**src/rtl/btb_update_ctrl.sv**
```systemverilog
// -----------------------------------------------------------------------------
// btb_update_ctrl
//
// Purpose:
//   Buffers resolved-branch updates in a small FIFO and writes them into the
//   branch target buffer one at a time. Each update is first searched in the
//   BTB (SEARCH), then written (WRITE) to the matching way, the lowest free
//   way, or the tree-pLRU victim. A flush aborts everything and clears every
//   BTB way, one way per cycle.
//
// Configuration:
//   BTB_UPD_COALESCE_EN - when defined, an update whose pc is already queued
//                         overwrites that entry's target instead of taking a
//                         new slot. Undefined by default.
//
// Ports:
//   clk, rst             - clock; asynchronous active-high reset
//   upd_valid/upd_ready  - update handshake; upd_pc/upd_target carried with it
//   hit_valid, hit_way   - fetch-side lookup hit, touches the pLRU
//   entry_valid          - current valid bit of each BTB way
//   srch_pc -> srch_hit, srch_way - combinational search of BTB storage
//   wr_en, wr_valid, wr_way, wr_pc, wr_target - BTB storage write port
//   flush                - invalidate all BTB ways
//   busy                 - FSM not IDLE
//   dbg_state            - current FSM state encoding
//
// Handshake: an update is accepted on a rising edge where upd_valid and
//   upd_ready are both high. upd_ready depends on registered state only.
// -----------------------------------------------------------------------------
module btb_update_ctrl #(
    parameter int BTB_DEPTH   = 4,
    parameter int QUEUE_DEPTH = 2
) (
    input  logic                         clk,
    input  logic                         rst,
    input  logic                         upd_valid,
    output logic                         upd_ready,
    input  logic [31:0]                  upd_pc,
    input  logic [31:0]                  upd_target,
    input  logic                         hit_valid,
    input  logic [$clog2(BTB_DEPTH)-1:0] hit_way,
    input  logic [BTB_DEPTH-1:0]         entry_valid,
    output logic [31:0]                  srch_pc,
    input  logic                         srch_hit,
    input  logic [$clog2(BTB_DEPTH)-1:0] srch_way,
    output logic                         wr_en,
    output logic                         wr_valid,
    output logic [$clog2(BTB_DEPTH)-1:0] wr_way,
    output logic [31:0]                  wr_pc,
    output logic [31:0]                  wr_target,
    input  logic                         flush,
    output logic                         busy,
    output logic [1:0]                   dbg_state
);

    localparam int WW = $clog2(BTB_DEPTH);
    localparam int PW = (QUEUE_DEPTH > 1) ? $clog2(QUEUE_DEPTH) : 1;
    localparam int CW = $clog2(QUEUE_DEPTH + 1);

    typedef enum logic [1:0] {
        IDLE   = 2'd0,
        SEARCH = 2'd1,
        WRITE  = 2'd2,
        FLUSH  = 2'd3
    } state_t;

    state_t state, state_n;
    logic [WW-1:0] fcnt, fcnt_n;

    // Pending-update FIFO
    logic [31:0]   q_pc  [QUEUE_DEPTH];
    logic [31:0]   q_tgt [QUEUE_DEPTH];
    logic [PW-1:0] rd_ptr, wr_ptr;
    logic [CW-1:0] count;
    logic          full, empty;
    logic          enq_fire, alloc, deq;

    // Search result captured at the end of SEARCH
    logic          srch_hit_q;
    logic [WW-1:0] srch_way_q;

    // Tree pLRU, heap order: node n has children 2n+1 (lower) and 2n+2 (upper)
    logic [BTB_DEPTH-2:0] plru, plru_n;
    logic [WW-1:0]        victim_way, free_way, sel_way;
    logic                 free_found;

    function automatic logic [PW-1:0] ptr_inc(input logic [PW-1:0] p);
        if (p == PW'(QUEUE_DEPTH - 1)) return '0;
        return p + 1'b1;
    endfunction

    // Point every node on w's path away from w.
    function automatic logic [BTB_DEPTH-2:0] plru_touch(input logic [BTB_DEPTH-2:0] t,
                                                        input logic [WW-1:0] w);
        logic [BTB_DEPTH-2:0] r;
        int node;
        r    = t;
        node = 0;
        for (int l = 0; l < WW; l++) begin
            r[node] = ~w[WW-1-l];
            node    = 2 * node + 1 + int'(w[WW-1-l]);
        end
        return r;
    endfunction

    // Follow the node bits from the root to the LRU leaf.
    function automatic logic [WW-1:0] plru_victim(input logic [BTB_DEPTH-2:0] t);
        logic [WW-1:0] v;
        logic b;
        int node;
        v    = '0;
        node = 0;
        for (int l = 0; l < WW; l++) begin
            b         = t[node];
            v[WW-1-l] = b;
            node      = 2 * node + 1 + int'(b);
        end
        return v;
    endfunction

    assign full      = (count == CW'(QUEUE_DEPTH));
    assign empty     = (count == '0);
    assign upd_ready = !full && (state != FLUSH);
    assign enq_fire  = upd_valid && upd_ready;
    // A flush in the WRITE cycle aborts the write, so nothing is dequeued.
    assign deq       = (state == WRITE) && !flush;
    assign busy      = (state != IDLE);
    assign dbg_state = state;

`ifdef BTB_UPD_COALESCE_EN
    logic [QUEUE_DEPTH-1:0] q_occ;
    logic                   co_hit;
    logic [PW-1:0]          co_idx;

    // The head being written this cycle cannot absorb a new target; the
    // update then allocates a fresh slot instead.
    always_comb begin
        co_hit = 1'b0;
        co_idx = '0;
        for (int i = 0; i < QUEUE_DEPTH; i++) begin
            if (enq_fire && !co_hit && q_occ[i] && (q_pc[i] == upd_pc) &&
                !(deq && (PW'(i) == rd_ptr))) begin
                co_hit = 1'b1;
                co_idx = PW'(i);
            end
        end
    end

    always_ff @(posedge clk or posedge rst) begin
        if (rst) begin
            q_occ <= '0;
        end else if (flush) begin
            q_occ <= '0;
        end else begin
            if (alloc) q_occ[wr_ptr] <= 1'b1;
            if (deq)   q_occ[rd_ptr] <= 1'b0;
        end
    end

    assign alloc = enq_fire && !co_hit;

    always_ff @(posedge clk) begin
        if (alloc) begin
            q_pc[wr_ptr]  <= upd_pc;
            q_tgt[wr_ptr] <= upd_target;
        end
        if (co_hit) q_tgt[co_idx] <= upd_target;
    end
`else
    assign alloc = enq_fire;

    always_ff @(posedge clk) begin
        if (alloc) begin
            q_pc[wr_ptr]  <= upd_pc;
            q_tgt[wr_ptr] <= upd_target;
        end
    end
`endif

    always_ff @(posedge clk or posedge rst) begin
        if (rst) begin
            rd_ptr <= '0;
            wr_ptr <= '0;
            count  <= '0;
        end else if (flush) begin
            rd_ptr <= '0;
            wr_ptr <= '0;
            count  <= '0;
        end else begin
            if (alloc) wr_ptr <= ptr_inc(wr_ptr);
            if (deq)   rd_ptr <= ptr_inc(rd_ptr);
            count <= count + CW'(alloc) - CW'(deq);
        end
    end

    // Way selection: search hit, then lowest free way, then pLRU victim
    always_comb begin
        free_found = 1'b0;
        free_way   = '0;
        for (int i = BTB_DEPTH - 1; i >= 0; i--) begin
            if (!entry_valid[i]) begin
                free_found = 1'b1;
                free_way   = WW'(i);
            end
        end
    end

    assign victim_way = plru_victim(plru);

    always_comb begin
        if (srch_hit_q)      sel_way = srch_way_q;
        else if (free_found) sel_way = free_way;
        else                 sel_way = victim_way;
    end

    // The write touch is applied after the lookup touch so it wins on shared nodes.
    always_comb begin
        plru_n = plru;
        if (hit_valid && (state != FLUSH)) plru_n = plru_touch(plru_n, hit_way);
        if (deq)                           plru_n = plru_touch(plru_n, sel_way);
    end

    always_ff @(posedge clk or posedge rst) begin
        if (rst)        plru <= '0;
        else if (flush) plru <= '0;
        else            plru <= plru_n;
    end

    always_ff @(posedge clk or posedge rst) begin
        if (rst) begin
            srch_hit_q <= 1'b0;
            srch_way_q <= '0;
        end else if (state == SEARCH) begin
            srch_hit_q <= srch_hit;
            srch_way_q <= srch_way;
        end
    end

    // FSM
    always_ff @(posedge clk or posedge rst) begin
        if (rst) begin
            state <= IDLE;
            fcnt  <= '0;
        end else begin
            state <= state_n;
            fcnt  <= fcnt_n;
        end
    end

    always_comb begin
        state_n = state;
        fcnt_n  = fcnt;
        case (state)
            IDLE:   if (!empty) state_n = SEARCH;
            SEARCH: state_n = WRITE;
            WRITE:  state_n = IDLE;
            FLUSH: begin
                if (fcnt == WW'(BTB_DEPTH - 1)) begin
                    state_n = IDLE;
                    fcnt_n  = '0;
                end else begin
                    fcnt_n = fcnt + 1'b1;
                end
            end
            default: state_n = IDLE;
        endcase
        if (flush) begin
            state_n = FLUSH;
            fcnt_n  = '0;
        end
    end

    always_comb begin
        srch_pc   = '0;
        wr_en     = 1'b0;
        wr_valid  = 1'b0;
        wr_way    = '0;
        wr_pc     = '0;
        wr_target = '0;
        case (state)
            SEARCH: srch_pc = q_pc[rd_ptr];
            WRITE: begin
                if (!flush) begin
                    wr_en     = 1'b1;
                    wr_valid  = 1'b1;
                    wr_way    = sel_way;
                    wr_pc     = q_pc[rd_ptr];
                    wr_target = q_tgt[rd_ptr];
                end
            end
            FLUSH: begin
                wr_en  = 1'b1;
                wr_way = fcnt;
            end
            default: ;
        endcase
    end

endmodule

```
**config.mk**
```make
export PLATFORM = sky130hd
export DESIGN_NAME = btb_update_ctrl
export DESIGN_NICKNAME = d
export VERILOG_FILES = /design/src/rtl/btb_update_ctrl.sv
export SDC_FILE = /design/constraint.sdc
export NUM_CORES = 1
export LEC_CHECK = 0
export BUFFER_PORTS_ARGS = -buffer_cell sky130_fd_sc_hd__buf_2
export CORE_MARGIN = 1
export CORE_UTILIZATION = 48
export CTS_BUF_LIST = sky130_fd_sc_hd__clkbuf_2
export CTS_CLUSTER_SIZE = 20
export DETAILED_ROUTE_END_ITERATION = 6
export PLACE_DENSITY = 0.89
export SYNTH_ARGS = -nofsm -noshare
export SYNTH_HDL_FRONTEND = slang
export SYNTH_SLANG_ARGS = --single-unit
```
**constraint.sdc**
```tcl
create_clock -name clk -period 3.9 [get_ports clk]
set_input_delay 0.195 -clock clk [delete_from_list [all_inputs] [get_ports clk]]
set_output_delay 0.195 -clock clk [all_outputs]
set_load 0.05 [all_outputs]
```
### Yosys cells after proc, flatten, opt, wreduce, memory -nomap -nowiden

Memory sizes are Yosys's and may differ from the RTL's.
Cells that the tools add are included.

* register bits: 14
* RAM bits: 128
* input bits: 78
* output and inout port bits: 104
* word-level logic and storage cells: 108
* memories kept: 2

Memory list
* q_pc: depth 2, bits a word 32, read ports 1, clocked after Yosys merged registers in 0, write ports 1, RTL line 71 `logic [31:0] q_pc [QUEUE_DEPTH];`
* q_tgt: depth 2, bits a word 32, read ports 1, clocked after Yosys merged registers in 0, write ports 1, RTL line 72 `logic [31:0] q_tgt [QUEUE_DEPTH];`

* add/subtract/negate cells: 8
* $lt $le $gt $ge: 5
* equality and inequality tests: 8
* multiplexer cells: 56
* bitwise gates (word level): 4
* reductions and logical operators: 16

Operator list (count)
* 32-bit two-way mux: 5
* 2-bit two-way mux: 14
* 1-bit two-way mux: 26
* 2-bit by 3-bit less-than comparator with 1-bit output (second input constant): 3
* 3-bit two-way mux: 3
* 2-bit == test (second input constant): 4
* 2-bit one-hot mux with 4 select lines: 1
* 2-bit nonzero test: 4
* 1-bit by 1-bit adder with 2-bit output (first input constant): 3
* 3-bit bitwise mux: 2
* 1-bit logical AND: 6
* 3-bit inequality test (second input constant): 2
* 1-bit demux with 2-bit select: 2
* 2-bit by 1-bit greater-or-equal comparator with 1-bit output (second input constant): 2
* 2-bit logical NOT: 2
* 1-bit inverter: 4
* 2-bit one-hot mux with 2 select lines: 1
* 3-bit nonzero test: 1
* 1-bit adder (second input constant): 2
* 2-bit by 1-bit adder with 2-bit output: 1
* 2-bit by 1-bit adder with 2-bit output (second input constant): 1
* 1-bit binary-select mux with 2-bit select: 1
* 2-bit by 1-bit == test with 1-bit output (second input constant): 1
* 1-bit logical NOT: 2
* 4 further kinds: 4

### Longest topological paths before layout

Gate-level depths: netlist of the first run.

* depth in word-level cells: 14
* depth in mapped cells: 9
* gate-level depth less buffers: 8

### Least setup slack after synthesis of the first run

Ideal clock, no wire load.

* kind: flip-flop to flip-flop
* start: register state[1] (netlist: dbg_state[1])
* end: memory q_pc[0][0], enable pin
* library setup time: 0.486 ns
* arrival time: 3.667 ns
* data required time: 3.414 ns
* setup slack: -0.253 ns
* cell stages (with the launch flop): 4
* buffers on the path: 0
* clock period less this slack: 4.153 ns
* cell sequence: dfrtp_1 nand2_4 nand3_1 nor2_1

* cells in the longest elaborated chain, start to end: 5

RTL lines
* start: declaration: RTL line 67 `state_t state, state_n;`
* start signal: assignment: RTL line 245 `state <= state_n;`
* 2-bit inequality test: RTL line 123 `assign upd_ready = !full && (state != FLUSH);`
* 1-bit logical AND: RTL line 123
* 1-bit logical AND: RTL line 124 `assign enq_fire = upd_valid && upd_ready;`
* 1-bit two-way mux: RTL line 173 `if (alloc) begin`
* 1-bit two-way mux (implied by the code): RTL line 174 `q_pc[wr_ptr] <= upd_pc;`
* end: declaration: RTL line 71

Every way passes these cells.

### Worst setup path after layout of the first run

* start: register state[1] (netlist: dbg_state[1])
* end: register plru[2]

* cells in the longest elaborated chain, start to end: 6
* elaborated cells on any way between the ends: 8

RTL lines
* 2-bit inequality test: RTL line 219 `if (hit_valid && (state != FLUSH)) plru_n = plru_touch(plru_n, hit_way);`
* 1-bit logical AND: RTL line 219
* 3-bit two-way mux: RTL line 219
* 3-bit bitwise mux: RTL line 100 `r[node] = ~w[WW-1-l];`
* 3-bit two-way mux (*): RTL line 220 `if (deq) plru_n = plru_touch(plru_n, sel_way);`
* 3-bit two-way mux (*): RTL line 225 `else if (flush) plru <= '0;`
* end signal: assignment: RTL line 226 `else plru <= plru_n;`
* end: declaration: RTL line 83 `logic [BTB_DEPTH-2:0] plru, plru_n;`

Mark *: on every way between the ends. The rest lies on a longest branch, timed or not. The select of a mux whose other input is x is not followed.
A chain may end at the register's enable or synchronous reset.

==> run metrics, run 1 <==
Vias per Instance=5.13; Root Driver=clkbuf_2; clock sinks=142; Port Buffer Count=181; drt pass-1 iters=7; CTS tree=built; cts repair resizes=0; final setup fails=0; Filler Cells Inserted=788; worst slew pin tran=0.866 ns; CP startpoint=dbg_state[1]; Static Leak=0.00321 uW; # hold bufs at CTS=80; post-DP HPWL=8030 um; sequential cell area=around 4200 um^2; setup TNS=0 ns; CP Max Fanout=69; Syn-to-layout area delta=35.6%; Synth top cells by count=edfxtp_1, nor2_1, mux2i_1; Syn Inst Count=389; HP Class=in2async; routed vias=4,159; Rows=39; Power Dens Cells=slightly below 600 nW/um^2; number of inserted diodes=0; clock slew at reported path FFs=0.21 ns; final wirelength=13,300 um; die area=between 10,000 and 15,000 um^2; Mapped Avg Cell Area=roughly 15 um^2; Yosys top cell by area=edfxtp_1; DRC viols=17; Yosys cell types=39; reg2reg setup slack=approximately 0.67 ns; largest net degree at the start of global routing=70; # nets final=736; Placed Area=6820 um^2; Fmax achieved=309 MHz; layout cell share with drive strength beyond 1=0.345; Synth area leaders=edfxtp_1, mux2i_1, nor2_1; Synth Cell Area=between 5000 and 6000 um^2; crit path DAT=~3.8 ns; Slew Viols, Final=0; fraction of registers with async set/reset=0.0986; Power Total=between 4000 and 5000 uW; Clock Tree Buf Depth=2; overall routing resource usage=0.218; WP data required=4.50 ns; IR drop worst, VDD=0.425 mV; CP Capture Point=plru[2]; Worst Skew=0.0219 ns; Wirelength per Cell=16.4 um; Ports=about 180; fin crit share=0.829; final hold vios=0; Num CTS Buffers=17; Initial Util=0.501; share of synthesized area occupied by flip-flops and latches=0.724; Max-Cap Viols=0; gpl congestion=0.845; critical path class=reg2reg; Worst Setup Start Kind=flip-flop; remaining global-route overflow=0; Chip Width=112 um; first-pass GRT wire length=20,600 um; RSZ-0062 raised after global routing=no; number of synthesized flops with an enable pin=128; postcts setup bufs=0; starting DRC count in detailed routing=223; Ys Warns=0; worst skew pair latency=0.65 ns; initial antenna violation count=0; Tmin final=between 3 and 4 ns; vias in the first global route=4,241; core area=approximately 12,000 um^2; Slew HR=0.421; count leader, synth=edfxtp_1; RR Endpoint=plru[2]; Worst R2R Start=dbg_state[1]; CP endpoint kind=flip-flop; run status=finished with violations; post-route cell area=7850 um^2; area of the multi-input gates=about 1500 um^2; Mapped Nets=470; die height=roughly 110 um; antenna viol nets, final=0; Yosys reg bits=142; failing checks=DRC; ys flop type=edfxtp_1; H-tree levels=4; reg2reg path depth=7; top cell type's share of synthesized area=0.664
critical path, cell delays in order (launching register included):
cell and delay (ns):
dfrtp_1 0.53, nor2b_4 0.19, nand2_4 0.57, inv_1 0.26, a221o_1 0.37, dlygate4sd3_1 0.56
a21oi_1 0.15, dlygate4sd3_1 0.56
where the power goes:
group / switching [uW] / internal (uW)
sequential: 185 / 1900
combinational: 1100 / 550
clock: 526 / 289
state kept, by name (all words and copies together) (netlist names):
register    flops
count           2
dbg_state       2
fcnt            2
plru            3
q_pc           64
q_tgt          64
rd_ptr          1
srch_hit_q      1
srch_way_q      2
wr_ptr          1
worst min-delay path by stage:
stage	startpoint	to	cells past startpoint
floorplan	rst	count[0]	1
CTS	rst	fcnt[0]	3
finish	rst	plru[1]	3
global route	rst	fcnt[1]	3
detailed placement	rst	fcnt[1]	2
global placement	rst	plru[0]	2
placed cells by master (no fill, tap or decap), drive strengths merged, types with 2 or more instances in the layout:
master,instances
a21oi,5
and2,2
and3,2
buf,187
bufinv,2
clkbuf,17
clkinv,6
clkinvlp,4
dfrtp,14
dlygate4sd3,80
edfxtp,128
ha,3
inv,7
mux2,4
mux2i,64
nand2,10
nand2b,3
nand3,2
nor2,102
nor2b,2
nor3b,2
o221ai,2
xnor2,3
xor2,2
logic make-up (layout without fill, tap and decap cells):
family | count (synthesis) | in the layout | share of synthesized area
multiplexers | 68 | 68 | 0.118
flip-flops | 142 | 142 | 0.724
AND/OR/NAND/NOR | 130 | 130 | 0.0985
buffers and inverters | 25 | 303 | 0.0248
XOR/XNOR | 5 | 5 | 0.00756
adder cells (fa/ha/maj) | 3 | 3 | 0.00648
AO/OA/AOI/OAI | 16 | 16 | 0.0199
layer usage:
| layer | up-vias | track usage | share of wire |
|---|---|---|---|
| li1 | 1935 | - | - |
| met1 | 2016 | 0.244 | 0.40 |
| met2 | 186 | 0.389 | 0.53 |
| met3 | 22 | 0.0517 | 0.058 |
| met4 | 0 | 0.105 | 0.019 |
| met5 | - | 0 | 0 |
area by class of cell:
cell class	count	area share
inverter	5	0.00239
clock inverter	14	0.0183
clock buffer	17	0.0108
timing repair buffer	267	0.225
multi-input combinational	222	0.186
sequential	142	0.535
tap	143	0.0228
metrics by stage:
stage	util	setup slack, ns	hold WS, ns	instances
after global placement	0.590	1.60	0.251	699
after detailed placement	0.590	1.52	0.268	699
after floorplan	-	0.536	0.0842	389
final	0.679	0.668	0.0799	810
after global routing	0.679	0.488	0.0386	810
after CTS	0.679	0.709	0.0339	810
No activity file was read; power rests on OpenSTA's default activity.
==> run 2: changes to the inputs <==
Settings changed: CORE_UTILIZATION 48 to 53, PLACE_DENSITY 0.89 to 0.92.
Clock period 3.9 ns to 3.1 ns, I/O delays scaled along.
==> run 2 against run 1 <==
Effect of this change: the flow now finishes without violations; sequential share of layout area is 0.45 points lower; global-route usage is 2.8 points higher; via count is 0.36% higher; clock power is 51% higher; design area is 0.84% higher; critical path depth stayed put; combinational power is 30% higher; non-clock buffer count is 1 lower; sequential power is 24% higher; register-to-register slack worse by 0.44 ns; critical endpoint is now plru[1]; largest power group unchanged.
==> run metrics, run 2 (synthesis gave the netlist of run 1 again) <==
run status=complete, no violations; core area=10,500 um^2; remaining global-route overflow=0; final wirelength=13,700 um; drt pass-1 iters=4; starting DRC count in detailed routing=309; clock sinks=142; Num CTS Buffers=17; initial antenna violation count=0; largest registers=q_pc: 64 flops, q_tgt: 64 flops, plru: 3 flops; Power Dens Cells=752 nW/um^2; HP Class=in2async; placed cells=692; vias in the first global route=approximately 4,300; WP data required=roughly 3.7 ns; DR top layer=met4; CTS tree=built; clock slew at reported path FFs=0.20 ns; Worst Skew=~0.034 ns; critical path class=reg2reg; die height=107 um; met2 WL=roughly 7400 um; antenna viol nets, final=0; Slew HR=0.619; first-pass GRT wire length=a little over 20,000 um; power share of the clock group=0.206; Worst path most repeated cell=dlygate4sd3_1; Worst Setup Start Kind=flip-flop; Root Driver=clkbuf_2; die area=11,300 um^2; CP max-delay cell=dlygate4sd3_1; IR drop worst, VDD=0.501 mV; DR WL met3=842 um; Int Pwr=~3700 uW; final hold vios=0; Net Switching=2260 uW; Chip Width=107 um; Ports=182; sequential power share=0.432; Comb pwr share=0.362; largest net degree at the start of global routing=65; CP endpoint kind=flip-flop; setup TNS=0 ns; crit path DAT=3.45 ns; fin crit share=0.926; worst slew pin tran=between 0.5 and 0.6 ns; Tmin final=around 2.9 ns; H-tree levels=4; fin cells=802; layout cell share with drive strength beyond 1=0.341; Static Leak=0.00326 uW; number of inserted diodes=0; Filler Cells Inserted=633; DRC viols=0; WHS=roughly 0.097 ns; Wirelength per Cell=17.1 um; worst skew pair latency=0.62 ns; worst-path cell chain=nor2b_4 -> nand2_4 -> buf_6 -> o221ai_1 -> dlygate4sd3_1 -> a21oi_1 -> dlygate4sd3_1; Top delay family on crit path=buffers and inverters; area of the multi-input gates=1460 um^2; most frequent cells in the layout=buf_2, edfxtp_1, nor2_1; Rows=37; WL met1=5220 um; Syn-to-layout area delta=36.7%; Port Buffer Count=181; CP Max Fanout=38; most common cell after layout, fill and taps aside=buf_2; final setup fails=0; Clock Tree Buf Depth=2; Initial Util=0.553; Slew Viols, Final=0; routed vias=4,174; # nets final=735; Net Sw Frac=0.380; critical path's largest stage delay=0.57 ns; Worst Path Buf+Inv=3; Max-Cap Viols=0; Vias per Instance=5.20; sequential cell area=4200 um^2; overall routing resource usage=0.246; gpl congestion=0.907; Fmax achieved=348 MHz; post-DP HPWL=7780 um; RSZ-0062 raised after global routing=no
[run 2: changes by cell type in the layout (fill, tap and decap cells not counted), sizes merged]
cell	change
dlygate4sd3	-1
bufinv	+3
inv	-1
clkinvlp	-3
clkbuf	+1
[run 2: worst register-to-register path: stages, from the launching register on]
cell,delay [ns]
dfrtp_1,0.52
nor2b_4,0.19
nand2_4,0.30
buf_6,0.35
o221ai_1,0.18
dlygate4sd3_1,0.57
a21oi_1,0.17
dlygate4sd3_1,0.57
[run 2: final timing paths]
check	start	end	slack, ns	cells past startpoint
max	dbg_state[1]	plru[1]	0.23	7
min	rst	plru[2]	0.1	3
max reg2reg	dbg_state[1]	plru[1]	0.23	7
min reg2reg	srch_way_q[0]	srch_way_q[0]	0.55	1
max in group asynchronous	rst	rd_ptr	2.59	3
min in group clk	upd_pc[30]	q_pc[1][30]	0.24	2
[run 2: power by group through the flow]
stage | Clock, uW | Combinational [uW] | Sequential [uW]
final | 1230 | 2150 | 2570
after global routing | 1330 | 2280 | 2600
after CTS | 1240 | 2140 | 2560
after detailed placement | 0 | 2030 | 2610
after global placement | 0 | 2000 | 2590
after floorplan | 0 | 1610 | 2550
[run 2: metrics by stage]
step	util	setup WS (ns)	area (um^2)	total power, uW
after floorplan	-	0.0106	5790	4160
after global placement	0.653	1.16	6840	4580
after detailed placement	0.653	1.06	6840	4640
after CTS	0.756	0.152	7910	5940
after global routing	0.757	0.0624	7920	6200
final	0.757	0.230	7920	5950
[run 2: layer usage]
| metal | vias up | GRT usage |
|---|---|---|
| met5 | - | 0 |
| met4 | 0 | 0.114 |
| met3 | 27 | 0.0619 |
| met2 | 215 | 0.452 |
| met1 | 1998 | 0.263 |
| li1 | 1934 | - |
[run 2: final cells by class]
class / count / share of cell area
well taps: 136 / 0.0215
clock inverters: 13 / 0.0247
clock buffers: 18 / 0.0114
repair buffers: 266 / 0.225
flip-flops and latches: 142 / 0.530
inverters: 5 / 0.00237
multi-input cells: 222 / 0.185
[run 2: what timing repair did]
action / 4_1_cts / 5_1_grt
endpoints found under the hold margin: 156 / 0
buffers inserted: 0 / 0
gates resized for setup: 0 / 1
hold buffers: 79 / 0
endpoints found under the setup margin: 0 / 1
